File: src/rtl/div_unit_pkg.sv
// Shared constants and types for the EX-stage divider.
// Also holds the aluop codes EX decodes into start_i / signed_div_i.
package div_unit_pkg;

  typedef enum logic [1:0] {
    DIV_FREE   = 2'b00,
    DIV_BYZERO = 2'b01,
    DIV_ON     = 2'b10,
    DIV_END    = 2'b11
  } div_state_t;

  localparam logic DIV_RESULT_READY     = 1'b1;
  localparam logic DIV_RESULT_NOT_READY = 1'b0;
  localparam logic DIV_START            = 1'b1;
  localparam logic DIV_STOP             = 1'b0;

  localparam int DOUBLE_REG_W = 64;
  typedef logic [DOUBLE_REG_W-1:0] double_reg_bus_t;

  localparam logic [7:0] EXE_DIV_OP  = 8'b0001_1010;
  localparam logic [7:0] EXE_DIVU_OP = 8'b0001_1011;

  function automatic logic [31:0] abs32(input logic [31:0] v, input logic sgn);
    return (sgn && v[31]) ? (~v + 32'd1) : v;
  endfunction

endpackage

File: src/rtl/div_unit.sv
// 32-bit radix-2 restoring divider; one quotient bit per clock, 34 edges start-to-ready.
// Result {remainder, quotient} is held while start_i stays high, cleared when it drops.
module div_unit
  import div_unit_pkg::*;
#(
  parameter int DATA_W = 32
) (
  input  logic                  clk,
  input  logic                  rst,
  input  logic                  signed_div_i,
  input  logic [DATA_W-1:0]     opdata1_i,
  input  logic [DATA_W-1:0]     opdata2_i,
  input  logic                  start_i,
  input  logic                  annul_i,
  output logic [2*DATA_W-1:0]   result_o,
  output logic                  ready_o
);

  localparam int CNT_W = $clog2(DATA_W) + 1;
  localparam logic [CNT_W-1:0] LAST_CNT = CNT_W'(DATA_W);

  div_state_t          state;
  logic [CNT_W-1:0]    cnt;
  logic [2*DATA_W:0]   w;
  logic [DATA_W-1:0]   divisor;
  logic                neg_dvd;
  logic                neg_dvs;
  logic                sgn;

  logic [DATA_W:0]     t;
  logic [DATA_W-1:0]   q_fix;
  logic [DATA_W-1:0]   r_fix;
  logic [DATA_W-1:0]   a_abs;
  logic [DATA_W-1:0]   b_abs;

  always_comb begin
    t     = {1'b0, w[2*DATA_W-1:DATA_W]} - {1'b0, divisor};
    a_abs = abs32(opdata1_i, signed_div_i);
    b_abs = abs32(opdata2_i, signed_div_i);
    // Quotient truncates toward zero; remainder follows the dividend's sign.
    q_fix = (sgn && (neg_dvd ^ neg_dvs)) ? (~w[DATA_W-1:0] + 32'd1) : w[DATA_W-1:0];
    r_fix = (sgn && neg_dvd) ? (~w[2*DATA_W:DATA_W+1] + 32'd1) : w[2*DATA_W:DATA_W+1];
  end

  always_ff @(posedge clk) begin
    if (rst) begin
      state    <= DIV_FREE;
      cnt      <= '0;
      w        <= '0;
      divisor  <= '0;
      neg_dvd  <= 1'b0;
      neg_dvs  <= 1'b0;
      sgn      <= 1'b0;
      result_o <= '0;
      ready_o  <= DIV_RESULT_NOT_READY;
    end else begin
      case (state)
        DIV_FREE: begin
          result_o <= '0;
          ready_o  <= DIV_RESULT_NOT_READY;
          if (start_i == DIV_START && !annul_i) begin
            if (opdata2_i == '0) begin
              state <= DIV_BYZERO;
            end else begin
              state   <= DIV_ON;
              cnt     <= '0;
              w       <= {{DATA_W{1'b0}}, a_abs, 1'b0};
              divisor <= b_abs;
              neg_dvd <= signed_div_i & opdata1_i[DATA_W-1];
              neg_dvs <= signed_div_i & opdata2_i[DATA_W-1];
              sgn     <= signed_div_i;
            end
          end
        end

        DIV_BYZERO: begin
          state    <= DIV_END;
          result_o <= '0;
        end

        DIV_ON: begin
          if (annul_i) begin
            state    <= DIV_FREE;
            cnt      <= '0;
            w        <= '0;
            result_o <= '0;
            ready_o  <= DIV_RESULT_NOT_READY;
          end else if (cnt != LAST_CNT) begin
            if (t[DATA_W]) begin
              w <= {w[2*DATA_W-1:0], 1'b0};
            end else begin
              w <= {t[DATA_W-1:0], w[DATA_W-1:0], 1'b1};
            end
            cnt <= cnt + CNT_W'(1);
          end else begin
            state    <= DIV_END;
            cnt      <= '0;
            result_o <= {r_fix, q_fix};
            ready_o  <= DIV_RESULT_READY;
          end
        end

        DIV_END: begin
          // annul_i is deliberately ignored here; EX releases by dropping start_i.
          if (start_i == DIV_START) begin
            ready_o <= DIV_RESULT_READY;
          end else begin
            state    <= DIV_FREE;
            result_o <= '0;
            ready_o  <= DIV_RESULT_NOT_READY;
          end
        end

        default: begin
          state    <= DIV_FREE;
          result_o <= '0;
          ready_o  <= DIV_RESULT_NOT_READY;
        end
      endcase
    end
  end

endmodule

File: config.mk
export PLATFORM = sky130hd
export DESIGN_NAME = div_unit
export DESIGN_NICKNAME = d
export VERILOG_FILES = /design/src/rtl/div_unit_pkg.sv /design/src/rtl/div_unit.sv
export SDC_FILE = /design/constraint.sdc
export NUM_CORES = 1
export LEC_CHECK = 0
export BUFFER_PORTS_ARGS = -buffer_cell sky130_fd_sc_hd__clkbuf_2
export CORE_MARGIN = 2
export CORE_UTILIZATION = 45
export DETAILED_ROUTE_END_ITERATION = 8
export PLACE_DENSITY_LB_ADDON = 0.3
export SYNTH_ARGS = -nofsm -noshare
export SYNTH_HDL_FRONTEND = slang
export SYNTH_SLANG_ARGS = --single-unit
File: constraint.sdc
create_clock -name clk -period 3.2 [get_ports clk]
set_input_delay 0.48 -clock clk [delete_from_list [all_inputs] [get_ports clk]]
set_output_delay 0.48 -clock clk [all_outputs]
set_load 0.01 [all_outputs]
==> impl_metrics.json <==
{
  "ir_drop_uv": 359,
  "crit_top_cell": "buf_4",
  "cts.repair.resized": 0,
  "synth_simple_gate_area_frac": 0.196,
  "cp_max_fo": 8,
  "worst_ep_required_time_ps": 3550,
  "status": "complete, no violations",
  "synth-compound-area-share": 0.257,
  "num-nets-final": 1613,
  "start_util": 0.460,
  "p_int_mw": 3.64,
  "cp_cell_sequence": "inv_1, ha_1, fa_1, nor2b_2, o31a_1, o21ai_0, o31ai_1, buf_4, a21oi_1, buf_4, o21ai_2, buf_4, nand2_1, buf_4, o21ai_1",
  "swShare": 0.310,
  "place_inst": 1804,
  "area_delta_synth_final_pct": 16.6,
  "crit_arrival_ps": 3400,
  "maxCapViolCount": 0,
  "wl_per_cell_um": 15.9,
  "dr.pass1.iters": 5,
  "postRouteAntennaNets": 0,
  "die-area_um2": 25200,
  "clock.fmax_mhz": 328,
  "ys_seq_area_frac": 0.321,
  "drc": 0,
  "synth_fa_ha_area_frac": 0.0471,
  "post_cts_buffers": 0,
  "clk_pin_slew_ps": 70,
  "cp_slowest_stage_delay_ps": 390,
  "cp_num_buf_inv": 5,
  "hold_slack_ps": 329,
  "fin_crit_sh": 0.952,
  "drive_gt1_frac": 0.162,
  "synth_area_leaders": "dfxtp_1 32%, xnor2_1 6.3%, nor2_1 6.2%, xor2_1 5.3%, a21oi_1 4.8%",
  "crit_family": "compound AO/OA/AOI/OAI gates",
  "synth_top_family_by_area": "compound AO/OA/AOI/OAI gates",
  "min_path_type": "in2reg",
  "syn_inst": 1383,
  "grt_max_degree": 65,
  "antenna_found_initial": 0,
  "yosysWarnings": 0,
  "avgSynthCellArea_um2": 7.80,
  "slew_headroom": 0.241,
  "finalSetupTns_ps": 0,
  "place_congestion": 0.909,
  "grt.overflow.total": 0,
  "fp.dieH_um": 159,
  "synthDistinctLibCells": 66,
  "core_um2": 23500,
  "crit_slowest_cell": "fa_1",
  "hold_viol_final": 0,
  "grt_pass1_wl_um": 48100,
  "clock_latency_ps": 430,
  "viasPerCell": 5.65,
  "synth_edf_count": 0,
  "pwr-share-seq": 0.438,
  "ys_seq_elements": 173,
  "p_sw_mw": 1.63,
  "synth-async-reset-ratio": 0,
  "diodes": 0,
  "via_count": 10400,
  "rsz0062_at_grt": "no",
  "root_buffer": "clkbuf_16",
  "drt-total-wl_um": 29200,
  "p_clk_frac": 0.392,
  "port_buffers": 133,
  "fp.dieW_um": 159,
  "synth_area_um2": 10800,
  "synth_fp_nets": 1492,
  "fin_util": 0.536,
  "leakagePower_nw": 5.15,
  "synth_top_area_frac": 0.321,
  "synthXorXnorAreaFrac": 0.115,
  "rows": 56,
  "cts.sinks": 173,
  "pwr_density_cell_nw_per_um2": 419,
  "h-tree-depth": 4,
  "grt_pass1_vias": 9146,
  "io_pins": 134,
  "initialDrtViolationCount": 767,
  "hpwl_um": 22400,
  "synth_flop_cell": "dfxtp_1",
  "grt_usage": 0.229,
  "postCtsHoldBufs": 0,
  "finalClockSkew_ps": 15.0,
  "muxShareOfSynthArea": 0.00661,
  "cts_tree": "yes",
  "fin_cells": 1836,
  "worst_pin_slew_ps": 1130,
  "setup_violations": 0,
  "slew_viol_final": 0,
  "clk_path_buf_depth": 2,
  "critPathLaunchType": "flop",
  "end_kind": "flop",
  "fillCellCount": 2253,
  "yosysTopAreaCell": "dfxtp_1",
  "min_period_ps": 3050,
  "cts_buffers": 17,
  "power_frac_comb": 0.170,
  "critPathKind": "reg2reg"
}
==> power by group through the flow <==
stage | Combinational, mW | Clock, mW | Sequential, mW
3_3_place_gp | 0.875 | 0 | 2.35
3_5_place_dp | 0.887 | 0 | 2.35
2_1_floorplan | 0.632 | 0 | 2.32
5_1_grt | 1.00 | 2.20 | 2.31
4_1_cts | 0.891 | 2.10 | 2.30
6_report | 0.897 | 2.07 | 2.31
==> path summary, 6_finish.rpt <==
check / from / end / slack [ps] / cells after the start
setup / recovery: w[32]$_SDFFE_PP0P_ / w[50]$_SDFFE_PP0P_ / 150 / 15
hold / removal: opdata2_i[31] / divisor[31]$_SDFFE_PP0P_ / 330 / 3
hold reg to reg: result_o[56]$_SDFFE_PP0P_ / result_o[56]$_SDFFE_PP0P_ / 450 / 2
setup reg to reg: w[32]$_SDFFE_PP0P_ / w[50]$_SDFFE_PP0P_ / 150 / 15
==> cell families (layout without fill, tap and decap cells) <==
kind of cell               after synthesis  after routing
and+or+nand+nor                        449            449
AOI/OAI and AO/OA                      422            422
DFF                                    173            173
buffers and inverters                  150            284
xor gates and xnor gates               142            142
adders and majority gates               40             40
muxes                                    7              7
==> state kept, by name, indices dropped and copies added, names as in the netlist <==
signal,flops
w,65
result_o,64
divisor,32
cnt,6
state,2
neg_dvd,1
neg_dvs,1
ready_o,1
sgn,1
==> layer usage <==
metal,share of wire,global-route usage,vias to the layer above
met2,0.42,0.331,314
met5,0,0,-
met4,0.0080,0.0396,0
met3,0.058,0.0347,27
met1,0.51,0.359,4802
li1,-,-,5228
==> layout make-up <==
| cell class | instances | area [um^2] | share of cell area |
|---|---|---|---|
| tap | 319 | 399 | 0.0317 |
| sequential | 173 | 3460 | 0.275 |
| timing repair buffer | 189 | 1140 | 0.0908 |
| clock buffer | 17 | 425 | 0.0338 |
| multi-input combinational | 1060 | 6740 | 0.536 |
| clock inverter | 15 | 168 | 0.0133 |
| inverter | 63 | 236 | 0.0188 |
==> placed cells by master (no fill, tap or decap), types with 10 or more instances in the layout <==
cell type	Yosys	layout
xor2_1	65	65
clkbuf_2	0	132
or4_1	12	12
o41ai_1	11	10
nand2_1	116	116
ha_1	39	39
nand2b_1	10	10
a32oi_1	14	14
o31ai_1	24	24
clkbuf_16	0	17
o21ai_0	63	63
a221oi_1	22	22
nor2_1	179	178
a21o_1	13	13
nor3_1	41	40
buf_4	2	52
dfxtp_1	173	173
a211oi_1	39	39
o21ai_1	26	25
xnor2_1	77	77
nor4_1	14	13
inv_1	63	63
a22oi_1	58	58
a21oi_1	104	104
nand3_1	19	19
==> through the flow <==
step           total power, mW  cell area [um^2]  setup slack [ps]
6_report                  5.27             12600               153
5_1_grt                   5.51             12600              3.87
4_1_cts                   5.29             12600              68.7
3_5_place_dp              3.24             12000               104
3_3_place_gp              3.23             12000              61.2
2_1_floorplan             2.95             10800               209
==> cells in the mapped netlist (all sizes together), types with 8 or more instances <==
master,count
nor2,180
nand3b,9
a221oi,22
nand3,19
o31ai,25
and2,8
buf,17
or4,15
nor3,44
or3,8
nand2b,10
a211oi,39
o21ai,89
ha,39
nand2,117
clkbuf,70
dfxtp,173
o41ai,11
xor2,65
a22oi,59
xnor2,77
a32oi,14
nor4,18
a21oi,104
a21o,13
inv,63
==> worst register-to-register path: cells and delay by family (launching register included) <==
family                   cells  cell delay (ps)
AO/OA/AOI/OAI                6             1030
adder cells (fa/ha/maj)      2              610
buffers and inverters        5              750
flip-flops                   1              370
AND/OR/NAND/NOR              2              210
No activity file was read; power rests on OpenSTA's default activity.
